`config.mk`:
```
export PLATFORM = sky130hd
export DESIGN_NAME = latch_gate_ctrl_flat
export DESIGN_NICKNAME = d
export VERILOG_FILES = /design/src/rtl/latch_gate_pkg.sv /design/src/rtl/latch_gate_if.sv /design/src/rtl/latch_gate_timer.sv /design/src/rtl/latch_gate_ctrl.sv /design/src/flat_wrapper.sv
export SDC_FILE = /design/constraint.sdc
export NUM_CORES = 1
export LEC_CHECK = 0
export CAP_MARGIN = 5
export CORE_MARGIN = 4
export CORE_UTILIZATION = 47
export DETAILED_ROUTE_END_ITERATION = 8
export PLACE_DENSITY = 0.77
export SYNTH_ARGS = -nofsm -noshare
export SYNTH_HDL_FRONTEND = slang
export SYNTH_SLANG_ARGS = --single-unit
```
`constraint.sdc`:
```
create_clock -name C -period 1.85 [get_ports C]
set_clock_uncertainty 0.15 [all_clocks]
set_input_delay 0.2775 -clock C [delete_from_list [all_inputs] [get_ports C]]
set_output_delay 0.2775 -clock C [all_outputs]
set_load 0.05 [all_outputs]
```
`src/rtl/latch_gate_pkg.sv`:
```
// Shared types, counter width and parameter-range check for the latch gate controller.
package latch_gate_pkg;

    localparam int CNT_W = 4;
    localparam int CNT_MAX = (1 << CNT_W) - 1;

    typedef enum logic [1:0] {
        IDLE  = 2'd0,
        SETUP = 2'd1,
        OPEN  = 2'd2,
        HOLD  = 2'd3
    } state_t;

    function automatic bit params_ok(input int setup_c, input int open_c, input int hold_c);
        return (setup_c >= 0) && (setup_c <= CNT_MAX) &&
               (open_c  >= 1) && (open_c  <= CNT_MAX) &&
               (hold_c  >= 0) && (hold_c  <= CNT_MAX);
    endfunction

endpackage

```
`src/rtl/latch_gate_if.sv`:
```
// Request handshake plus latch-facing outputs; master = requester, slave = controller.
interface latch_gate_if #(
    parameter int DATA_WIDTH = 8
);
    logic                  WR_VALID;
    logic [DATA_WIDTH-1:0] WR_DATA;
    logic                  WR_READY;
    logic [DATA_WIDTH-1:0] D_OUT;
    logic                  G_OUT;
    logic                  BUSY;
    logic                  DONE;

    modport master (
        output WR_VALID, WR_DATA,
        input  WR_READY, D_OUT, G_OUT, BUSY, DONE
    );

    modport slave (
        input  WR_VALID, WR_DATA,
        output WR_READY, D_OUT, G_OUT, BUSY, DONE
    );
endinterface

```
`src/rtl/latch_gate_timer.sv`:
```
// Loadable down-counter shared by all timed FSM states; load wins over decrement.
// Saturates at zero so a stray decrement never wraps.
module latch_gate_timer
    import latch_gate_pkg::*;
(
    input  logic             clk,
    input  logic             rst_n,
    input  logic             i_load,
    input  logic [CNT_W-1:0] i_load_val,
    input  logic             i_dec,
    output logic             o_zero
);

    logic [CNT_W-1:0] r_cnt;

    always_ff @(posedge clk or negedge rst_n) begin
        if (!rst_n) begin
            r_cnt <= '0;
        end else if (i_load) begin
            r_cnt <= i_load_val;
        end else if (i_dec && (r_cnt != '0)) begin
            r_cnt <= r_cnt - 1'b1;
        end
    end

    assign o_zero = (r_cnt == '0);

endmodule

```
`src/rtl/latch_gate_ctrl.sv`:
```
// Drives a level latch: D_OUT set on accept, G_OUT opened for OPEN_CYCLES between setup/hold guards.
// Accept to DONE = SETUP+OPEN+HOLD edges after the accept edge; WR_READY only in IDLE, requests held off otherwise.
// LATCH_GATE_READBACK_EN adds Q_IN/MISMATCH: sticky compare of latch Q against D_OUT on DONE.
module latch_gate_ctrl
    import latch_gate_pkg::*;
#(
    parameter int DATA_WIDTH   = 8,
    parameter int SETUP_CYCLES = 1,
    parameter int OPEN_CYCLES  = 2,
    parameter int HOLD_CYCLES  = 1
) (
    input  logic                  C,
    input  logic                  R,
    latch_gate_if.slave           bus
`ifdef LATCH_GATE_READBACK_EN
    ,
    input  logic [DATA_WIDTH-1:0] Q_IN,
    output logic                  MISMATCH
`endif
);

    if (!params_ok(SETUP_CYCLES, OPEN_CYCLES, HOLD_CYCLES)) begin : g_bad_params
        $error("latch_gate_ctrl: SETUP/HOLD must be 0..15 and OPEN 1..15");
    end

    localparam logic [CNT_W-1:0] SETUP_LD = CNT_W'((SETUP_CYCLES > 0) ? SETUP_CYCLES - 1 : 0);
    localparam logic [CNT_W-1:0] OPEN_LD  = CNT_W'((OPEN_CYCLES  > 0) ? OPEN_CYCLES  - 1 : 0);
    localparam logic [CNT_W-1:0] HOLD_LD  = CNT_W'((HOLD_CYCLES  > 0) ? HOLD_CYCLES  - 1 : 0);

    state_t                r_state, w_state_nxt;
    logic [DATA_WIDTH-1:0] r_d, w_d_nxt;
    logic                  r_g, w_g_nxt;
    logic                  r_busy, w_busy_nxt;
    logic                  r_done, w_done_nxt;
    logic                  w_ld, w_dec, w_zero;
    logic [CNT_W-1:0]      w_ld_val;

    latch_gate_timer u_timer (
        .clk        (C),
        .rst_n      (R),
        .i_load     (w_ld),
        .i_load_val (w_ld_val),
        .i_dec      (w_dec),
        .o_zero     (w_zero)
    );

    // G_OUT comes straight from a flop with async clear, so reset drops the gate without a clock.
    always_ff @(posedge C or negedge R) begin
        if (!R) begin
            r_state <= IDLE;
            r_d     <= '0;
            r_g     <= 1'b0;
            r_busy  <= 1'b0;
            r_done  <= 1'b0;
        end else begin
            r_state <= w_state_nxt;
            r_d     <= w_d_nxt;
            r_g     <= w_g_nxt;
            r_busy  <= w_busy_nxt;
            r_done  <= w_done_nxt;
        end
    end

    always_comb begin
        w_state_nxt = r_state;
        w_d_nxt     = r_d;
        w_g_nxt     = r_g;
        w_busy_nxt  = r_busy;
        w_done_nxt  = 1'b0;
        w_ld        = 1'b0;
        w_ld_val    = '0;
        w_dec       = 1'b0;
        unique case (r_state)
            IDLE: begin
                if (bus.WR_VALID) begin
                    w_d_nxt    = bus.WR_DATA;
                    w_busy_nxt = 1'b1;
                    w_ld       = 1'b1;
                    if (SETUP_CYCLES > 0) begin
                        w_state_nxt = SETUP;
                        w_ld_val    = SETUP_LD;
                    end else begin
                        w_state_nxt = OPEN;
                        w_g_nxt     = 1'b1;
                        w_ld_val    = OPEN_LD;
                    end
                end
            end
            SETUP: begin
                if (w_zero) begin
                    w_state_nxt = OPEN;
                    w_g_nxt     = 1'b1;
                    w_ld        = 1'b1;
                    w_ld_val    = OPEN_LD;
                end else begin
                    w_dec = 1'b1;
                end
            end
            OPEN: begin
                if (w_zero) begin
                    w_g_nxt = 1'b0;
                    if (HOLD_CYCLES > 0) begin
                        w_state_nxt = HOLD;
                        w_ld        = 1'b1;
                        w_ld_val    = HOLD_LD;
                    end else begin
                        w_state_nxt = IDLE;
                        w_busy_nxt  = 1'b0;
                        w_done_nxt  = 1'b1;
                    end
                end else begin
                    w_dec = 1'b1;
                end
            end
            HOLD: begin
                if (w_zero) begin
                    w_state_nxt = IDLE;
                    w_busy_nxt  = 1'b0;
                    w_done_nxt  = 1'b1;
                end else begin
                    w_dec = 1'b1;
                end
            end
            default: w_state_nxt = IDLE;
        endcase
    end

    assign bus.WR_READY = (r_state == IDLE);
    assign bus.D_OUT    = r_d;
    assign bus.G_OUT    = r_g;
    assign bus.BUSY     = r_busy;
    assign bus.DONE     = r_done;

`ifdef LATCH_GATE_READBACK_EN
    logic r_mismatch;

    // r_d is still the completed word during the DONE cycle, even if a new request is accepted then.
    always_ff @(posedge C or negedge R) begin
        if (!R) begin
            r_mismatch <= 1'b0;
        end else if (r_done && (Q_IN != r_d)) begin
            r_mismatch <= 1'b1;
        end
    end

    assign MISMATCH = r_mismatch;
`else
    // Without readback the latch Q is not observed.
`endif

endmodule

```
`src/flat_wrapper.sv`:
```
// flat-port wrapper written by rule: the top's interface ports become plain ports
module latch_gate_ctrl_flat import latch_gate_pkg::*;
#(
    parameter int DATA_WIDTH   = 8,
    parameter int SETUP_CYCLES = 1,
    parameter int OPEN_CYCLES  = 2,
    parameter int HOLD_CYCLES  = 1
)
  (C, R, bus_WR_VALID, bus_WR_DATA, bus_WR_READY, bus_D_OUT, bus_G_OUT, bus_BUSY, bus_DONE);
  latch_gate_if #(.DATA_WIDTH(DATA_WIDTH)) bus_i ();
  input  logic C;
  input  logic R;
  input wire logic [$bits(bus_i.WR_VALID)-1:0] bus_WR_VALID;
  input wire logic [$bits(bus_i.WR_DATA)-1:0] bus_WR_DATA;
  output wire logic [$bits(bus_i.WR_READY)-1:0] bus_WR_READY;
  output wire logic [$bits(bus_i.D_OUT)-1:0] bus_D_OUT;
  output wire logic [$bits(bus_i.G_OUT)-1:0] bus_G_OUT;
  output wire logic [$bits(bus_i.BUSY)-1:0] bus_BUSY;
  output wire logic [$bits(bus_i.DONE)-1:0] bus_DONE;
  assign bus_i.WR_VALID = bus_WR_VALID;
  assign bus_i.WR_DATA = bus_WR_DATA;
  assign bus_WR_READY = bus_i.WR_READY;
  assign bus_D_OUT = bus_i.D_OUT;
  assign bus_G_OUT = bus_i.G_OUT;
  assign bus_BUSY = bus_i.BUSY;
  assign bus_DONE = bus_i.DONE;
  latch_gate_ctrl #(.DATA_WIDTH(DATA_WIDTH), .SETUP_CYCLES(SETUP_CYCLES), .OPEN_CYCLES(OPEN_CYCLES), .HOLD_CYCLES(HOLD_CYCLES)) u_core (.C(C), .R(R), .bus(bus_i));
endmodule
```
== After elaboration in Yosys (flattened, before gate mapping) ==
Cells that the tools add are included.
Storage, ports and cells
  input port bits: 11
  output and inout bits: 12
  register bits after elaboration: 17
  word-level logic and storage cells: 47
Cells by class
  add/subtract/negate cells: 1
  eq/ne operators: 7
  multiplexer cells: 20
  reduce and logical (&&, ||, !) cells: 13
Operator list (count)
  $mux 4: 3
  $mux 1: 9
  $mux 2: 4
  $ne 2x2->1 const B: 4
  $pmux 2 s4: 1
  $pmux 1 s2: 3
  $reduce_and 3->1: 2
  $reduce_bool 2->1: 3
  $eq 2x2->1 const B: 2
  $logic_not 4->1: 1
  $reduce_and 4->1: 1
  $reduce_bool 4->1: 1
  $sub 4x1->4 const B: 1
  $reduce_or 3->1: 1
  $eq 2x1->1 const B: 1
  $logic_not 2->1: 1
  $reduce_and 2->1: 1
  $reduce_or 2->1: 1
  $logic_and 1x1->1: 1

== Logic depth before layout (Yosys ltp) ==
Gate-level depths: netlist of the first run.
  word-level depth: 6
  gate-level depth with buffers: 6

== Cells and area by module ==
A second synthesis of the first run with hierarchy kept.
Second synthesis, totals
  cells, all modules: 73
  area total of the unflattened synthesis: 884.6 µm²
By module, submodules not included
  latch_gate_ctrl: area each 614.3 µm², cells an instance 46, instances 1
  latch_gate_timer: area each 270.3 µm², cells an instance 27, instances 1

== Least setup slack after synthesis of the first run ==
OpenSTA, ideal clock, no wires.
  path kind: reg-to-reg
  from: reg u_core.r_state[0]
  to: reg u_core.r_state[1]
  cell stages (with the launch flop): 7
  setup time: 0.125 ns
  arrival time: 1.838 ns
  required time: 1.575 ns
  buffers on the path: 1
  path slack: -0.263 ns
  period minus slack after synthesis: 2.113 ns
  cell sequence: dfrtp_1 inv_1 ha_1 buf_2 nor2b_1 o21bai_2 mux2_4
Between the ends
  word-level cells in the longest chain between the ends: 3
  elaborated cells between the ends (all ways): 10
RTL lines
  start, declared: line latch_gate_ctrl.sv:30  | state_t r_state, w_state_nxt;
  start signal, assigned: line latch_gate_ctrl.sv:56  | r_state <= w_state_nxt;
  $logic_not 2->1 *
  via bus_WR_READY: line flat_wrapper.sv:15  | output wire logic [$bits(bus_i.WR_READY)-1:0] bus_WR_READY;
  $ne 2x2->1 (no source line)
  $reduce_and 4->1 (no source line)
The timed path passes the listed nets; every way through them passes the cells marked *.
A chain may end at the register's enable or synchronous reset.

== Worst setup path after layout of the first run ==
  from: reg u_core.r_state[1]
  to: reg u_core.r_state[1]
Between the ends
  word-level cells in the longest chain between the ends: 3
  elaborated cells between the ends (all ways): 10
RTL lines
  $eq 2x2->1 (tied with other cells): line latch_gate_ctrl.sv:73  | unique case (r_state)
  $ne 2x2->1 (no source line)
  $reduce_and 4->1 (no source line)
Parallel ways exist; a longest one is shown, timed or not.

==> results of run 1 <==
## cell families (layout without fill, tap and decap cells)
family / Yosys count / after routing
compound gates: 11 / 11
buf+inv: 7 / 33
simple gates: 19 / 19
flops: 17 / 17
fa+ha+maj: 7 / 7
mux: 12 / 12
## through the flow
step / utilization (%) / hold slack, ns / area, sq um / setup slack (ns) / std cells
2_1_floorplan: - / -0.168 / 897 / 0.00690 / 73
3_3_place_gp: 64.3 / 0.327 / 1130 / 0.131 / 120
3_5_place_dp: 64.3 / 0.338 / 1130 / 0.114 / 120
4_1_cts: 65.8 / 0.150 / 1160 / 0.104 / 124
5_1_grt: 66.2 / 0.156 / 1170 / 0.000825 / 124
6_report: 66.2 / 0.148 / 1170 / 0.112 / 124
## layout make-up
| type | instances | area (sq um) |
|---|---|---|
| Fill cell | 159 | 596 |
| Multi-Input combinational cell | 49 | 452 |
| Sequential cell | 17 | 425 |
| Timing Repair Buffer | 23 | 210 |
| Tap cell | 25 | 31.3 |
| Clock buffer | 3 | 22.5 |
| Inverter | 6 | 22.5 |
| Clock inverter | 1 | 5.00 |
## critical path, cell delays in order (launching register included)
cell and delay [ns]:
dfrtp_1 0.45, inv_1 0.16, ha_4 0.23, nor2b_1 0.17, o21bai_2 0.16, mux2_4 0.32
## registers in the layout, summed over array words and instances (netlist names)
| name | flops |
|---|---|
| u_core.bus.D_OUT | 8 |
| u_core.bus.DONE | 1 |
| u_core.u_timer.r_cnt | 4 |
| u_core.bus.BUSY | 1 |
| u_core.r_state | 2 |
| u_core.bus.G_OUT | 1 |
## layer usage
metal	vias up	GRT usage, %	share of wire (%)
li1	308	-	-
met1	305	19.4	41
met2	8	23.7	54
met3	4	3.79	3.1
met4	0	6.55	1.7
met5	-	0	0
## synthesized netlist by cell type, drive strengths merged, types with 2 or more instances
cell type	instances	area, sq um
dfrtp	17	425
mux2	9	105
ha	7	87.6
inv	6	22.5
nand2	4	17.5
nor2	4	15.0
o21ai	4	20.0
a21oi	3	15.0
mux2i	3	30.0
and2	2	12.5
## how the worst max path moves through the flow
stage / start / end / slack [ns] / depth (start not counted)
detailed placement: u_core.u_timer.r_cnt[0]$_DFFE_PN0P_ / u_core.r_state[1]$_DFFE_PN0P_ / 0.11 / 5
finish: u_core.r_state[1]$_DFFE_PN0P_ / u_core.r_state[1]$_DFFE_PN0P_ / 0.11 / 5
global route: u_core.r_state[1]$_DFFE_PN0P_ / u_core.r_state[1]$_DFFE_PN0P_ / 0.0008 / 5
global placement: u_core.r_state[1]$_DFFE_PN0P_ / u_core.r_state[1]$_DFFE_PN0P_ / 0.13 / 5
floorplan: u_core.r_state[1]$_DFFE_PN0P_ / u_core.r_state[1]$_DFFE_PN0P_ / 0.007 / 6
CTS: u_core.u_timer.r_cnt[0]$_DFFE_PN0P_ / u_core.r_state[1]$_DFFE_PN0P_ / 0.10 / 5
## placed cells by master, fill, tap and decap left out, types with 4 or more instances in the layout
| master | n |
|---|---|
| o21ai_0 | 4 |
| clkdlybuf4s50_1 | 10 |
| buf_4 | 12 |
| ha_1 | 5 |
| inv_1 | 5 |
| dfrtp_1 | 17 |
| mux2_2 | 8 |
| nor2_1 | 4 |
==> impl_metrics.ini, run 1 <==
[global_route]
grt_pass1_vias = 648
grt_first_pass_wirelength_microns = 2910
grt_max_degree = 18
grt_overflow = 0
groute.usage.overall_pct = 15.0
antenna_found_initial = 0

[run_status]
status = complete, no violations

[finish]
nNetsFinal = 118
antenna_cells = 0
area_growth_syn_to_layout_pct = 32.1
drive_gt1_share_pct = 36.4

[cts]
clk_pin_slew_ns = 0.10
cts_tree = done
cts.htree.levels = 1
cts_made_buffers = 3
cts_setup_buffers = 0
holdBufCountCts = 0
clk_latency_ns = 0.29
ctsResizeCount = 0
cts_root_buffer = clkbuf_4
cts_buffer_depth = 2
cts.sinks = 17

[setup_path]
crit_required_ns = 1.88
r2r-end = u_core.r_state[1]$_DFFE_PN0P_
ff2ff_path_depth = 5
worstPathArrival_ns = 1.77
worstSetupPathType = flip-flop to flip-flop
worstSetupEndpointType = flip-flop
r2r_slack_ns = 0.11
startpoint_type = flip-flop
r2r_start = u_core.r_state[1]$_DFFE_PN0P_
critPathMaxFanout = 11

[min_path]
hold_path.class = input port to async pin

[sta]
drv_slew = 0
worst_pin_slew_ns = 0.376
hold_viol = 0
slew_headroom_pct = 74.7
finalSetupTns_ns = 0
finalSetupViolations = 0
max_freq_mhz = 575
period_minus_slack_ns = 1.74
finalCritPeriodShare_pct = 94.0
rsz0062_at_grt = no

[logic_synthesis]
yosys.area_share.xor_xnor_pct = 0
synth_area_sq_um = 885
synth_enable_flop_cells = 0
yosysWarnings = 0
synth_cell_types = 26
muxShareOfSynthArea_pct = 15.3
syn_inst = 73
ys_ff_latch = 17
synth-simple-area-share_pct = 14.1
synthArstFlopShare_pct = 100
avgSynthCellArea_sq_um = 12.1
synth_top_family_by_area = multiplexers
synthAdderAreaFrac_pct = 9.90
synth-seq-area-share_pct = 48.1
synth_flop_cell = dfrtp_1
syn_nets = 91
synth_compound_area_share_pct = 9.48

[floorplan]
initial_core_util_pct = 50.1
die_area_sq_mm = 0.00264
coreArea_sq_mm = 0.00176
fp-row-count = 15
pin_count = 23
die_w_microns = 51.4
die_y_microns = 51.4

[placed_design]
portBuffers = 22
globalplace.congestion = 0.795
post-dp-hpwl_microns = 1370

[drt]
drt-pass1-iter-count = 2
drt-vias-per-instance = 5.04
wl_per_cell_microns = 13.8
vias = 625
postRouteAntennaNets = 0
route.detailed.drc = 0
drtIter0Drc = 7
drt-total-wl_microns = 1720

[job]
maxCapViolations = 0
Power of run 1 is left out: the tool's default activity adds up to more than one toggle a clock period on the data nets, which glitch-free logic cannot reach.
==> run 2, diff against run 1 <==
--- a/config.mk
+++ b/config.mk
@@ -10,6 +10,8 @@
 export CORE_UTILIZATION = 47
 export DETAILED_ROUTE_END_ITERATION = 8
 export PLACE_DENSITY = 0.77
+export SKIP_LAST_GASP = 1
 export SYNTH_ARGS = -nofsm -noshare
 export SYNTH_HDL_FRONTEND = slang
+export SYNTH_HIERARCHICAL = 1
 export SYNTH_SLANG_ARGS = --single-unit
==> impl_metrics.ini, run 2 <==
[finish]
fill_cells = 131
mostFrequentLayoutCells = 24 x buf_4, 17 x dfrtp_1, 10 x clkdlybuf4s50_1, 8 x mux2_2
largest_reg_flops = 8
design_area_sq_mm = 0.00129
antenna_cells = 0
regArea_sq_um = 425
nNetsFinal = 132
drive_gt1_share_pct = 44.2
layout_commonest_cell = buf_4
area_growth_syn_to_layout_pct = 46.4
multi_input_area_sq_um = 493
instances_no_fill = 138

[drt]
drtIter0Drc = 9
vias = 672
drt-total-wl_microns = 1950
wl_per_cell_microns = 14.2
route.detailed.drc = 0
drt-pass1-iter-count = 4
drt-vias-per-instance = 4.87
postRouteAntennaNets = 0

[cts]
clk_latency_ns = 0.29
cts.sinks = 17
cts_made_buffers = 3
cts_root_buffer = clkbuf_4
cts.htree.levels = 1
clk_pin_slew_ns = 0.09
cts_tree = done
holdBufCountCts = 0
cts_buffer_depth = 2

[logic_synthesis]
ys_ff_latch = 17
synth_common_cells = 17 x dfrtp_1, 8 x mux2_2, 7 x ha_1, 5 x inv_1, 5 x nand2_1
synthArstFlopShare_pct = 100
synth_flop_cell = dfrtp_1
synth_enable_flop_cells = 0
synth_area_sq_um = 885
ys_top_cells_by_area = dfrtp_1 48%, mux2_2 10%, ha_1 9.9%
syn_inst = 73
avgSynthCellArea_sq_um = 12.1
synth_cell_types = 31
yosysWarnings = 6
synth_top_area_share_pct = 48.1
synth-seq-area-share_pct = 48.1
yosysMostFrequentCell = dfrtp_1
synth_top_area_cell = dfrtp_1

[sta]
finalSetupViolations = 3
setup_slack_ns = -0.0235
rsz0062_at_grt = yes
drv_slew = 0
period_minus_slack_ns = 1.87
max_freq_mhz = 534
hold_viol = 0
finalCritPeriodShare_pct = 101

[global_route]
groute.usage.overall_pct = 17.1
grt_overflow = 0
grt_pass1_vias = 718
antenna_found_initial = 0
grt_max_degree = 18
grt_first_pass_wirelength_microns = 3260

[floorplan]
fp-row-count = 15
pin_count = 23
die_w_microns = 51.4
die_area_sq_mm = 0.00264
initial_core_util_pct = 50.1
die_y_microns = 51.4
coreArea_sq_mm = 0.00176

[setup_path]
worstSetupPathType = flip-flop to flip-flop
startpoint_type = flip-flop
crit_required_ns = 1.88
critPathMaxFanout = 7
worstSetupEndpointType = flip-flop
worstPathArrival_ns = 1.90

[run_status]
violations = setup timing
status = finished, violations left

[placed_design]
post-dp-hpwl_microns = 1490
dp.cells = 131
globalplace.congestion = 0.733
post_dp_cell_area_sq_mm = 0.00122
portBuffers = 22

[job]
maxCapViolations = 0

[min_path]
hold_path.class = input port to async pin
[run 2: layout make-up]
class	count	share of cell area, %
clock buffer	4	2.03
inverter	5	1.45
multi-input combinational	52	38.1
sequential	17	32.9
tap	25	2.42
timing repair buffer	35	23.2
[run 2: kinds of logic after synthesis]
kind of cell    after synthesis  synth area share [%]
fa+ha+maj                     7                  9.90
simple gates                 20                  15.0
flops                        17                  48.1
mux                          10                  13.0
other cells                   1                 0.424
buf+inv                       6                  3.39
compound gates               12                  10.2
[run 2: final timing paths]
path	start	endpoint	slack, ns	cells after the start
worst max-delay path	u_core/u_timer/r_cnt[0]$_DFFE_PN0P_	u_core/u_timer/r_cnt[3]$_DFFE_PN0P_	-0.02	7
min in group C	u_core/bus.D_OUT[1]$_DFFE_PN0P_	u_core/bus.D_OUT[1]$_DFFE_PN0P_	0.37	1
max in group asynchronous	R	u_core/bus.D_OUT[3]$_DFFE_PN0P_	1.22	2
worst min-delay path	R	u_core/u_timer/r_cnt[2]$_DFFE_PN0P_	0.14	2
worst max register to register	u_core/u_timer/r_cnt[0]$_DFFE_PN0P_	u_core/u_timer/r_cnt[3]$_DFFE_PN0P_	-0.02	7
worst min register to register	u_core/bus.D_OUT[1]$_DFFE_PN0P_	u_core/bus.D_OUT[1]$_DFFE_PN0P_	0.37	1
[run 2: per-stage QoR]
stage | hold slack (ns) | setup slack (ns) | utilization [%] | TNS [ns]
2_1_floorplan | -0.168 | -0.0808 | - | -0.176
3_3_place_gp | 0.339 | -0.00332 | 69.1 | -0.00332
3_5_place_dp | 0.348 | -0.0352 | 69.1 | -0.0616
4_1_cts | 0.141 | -0.0271 | 71.2 | -0.0271
5_1_grt | 0.155 | -0.146 | 73.4 | -0.439
6_report | 0.144 | -0.0235 | 73.4 | -0.0371
[run 2: worst max-delay path, stage by stage (launching register included)]
cell and delay [ns]:
dfrtp_1 0.39, inv_1 0.06, ha_2 0.17, nor3b_4 0.27
nand2_2 0.11, a21oi_4 0.25, nor3_2 0.07, a221o_1 0.29
[run 2: what timing repair did]
item	in CTS	in global routing
gates cloned	0	0
buffers inserted	0	3
resized for setup	2	3
pin swaps	0	2
setup endpoints to repair	3	3
[run 2: routing by layer]
layer  wire length (microns)  global-route usage (%)
met1                     838                    20.2
met4                      12                    3.93
met5                       0                       0
met3                      98                    6.71
met2                    1000                    29.0
Power of run 2 is left out for the same reason.
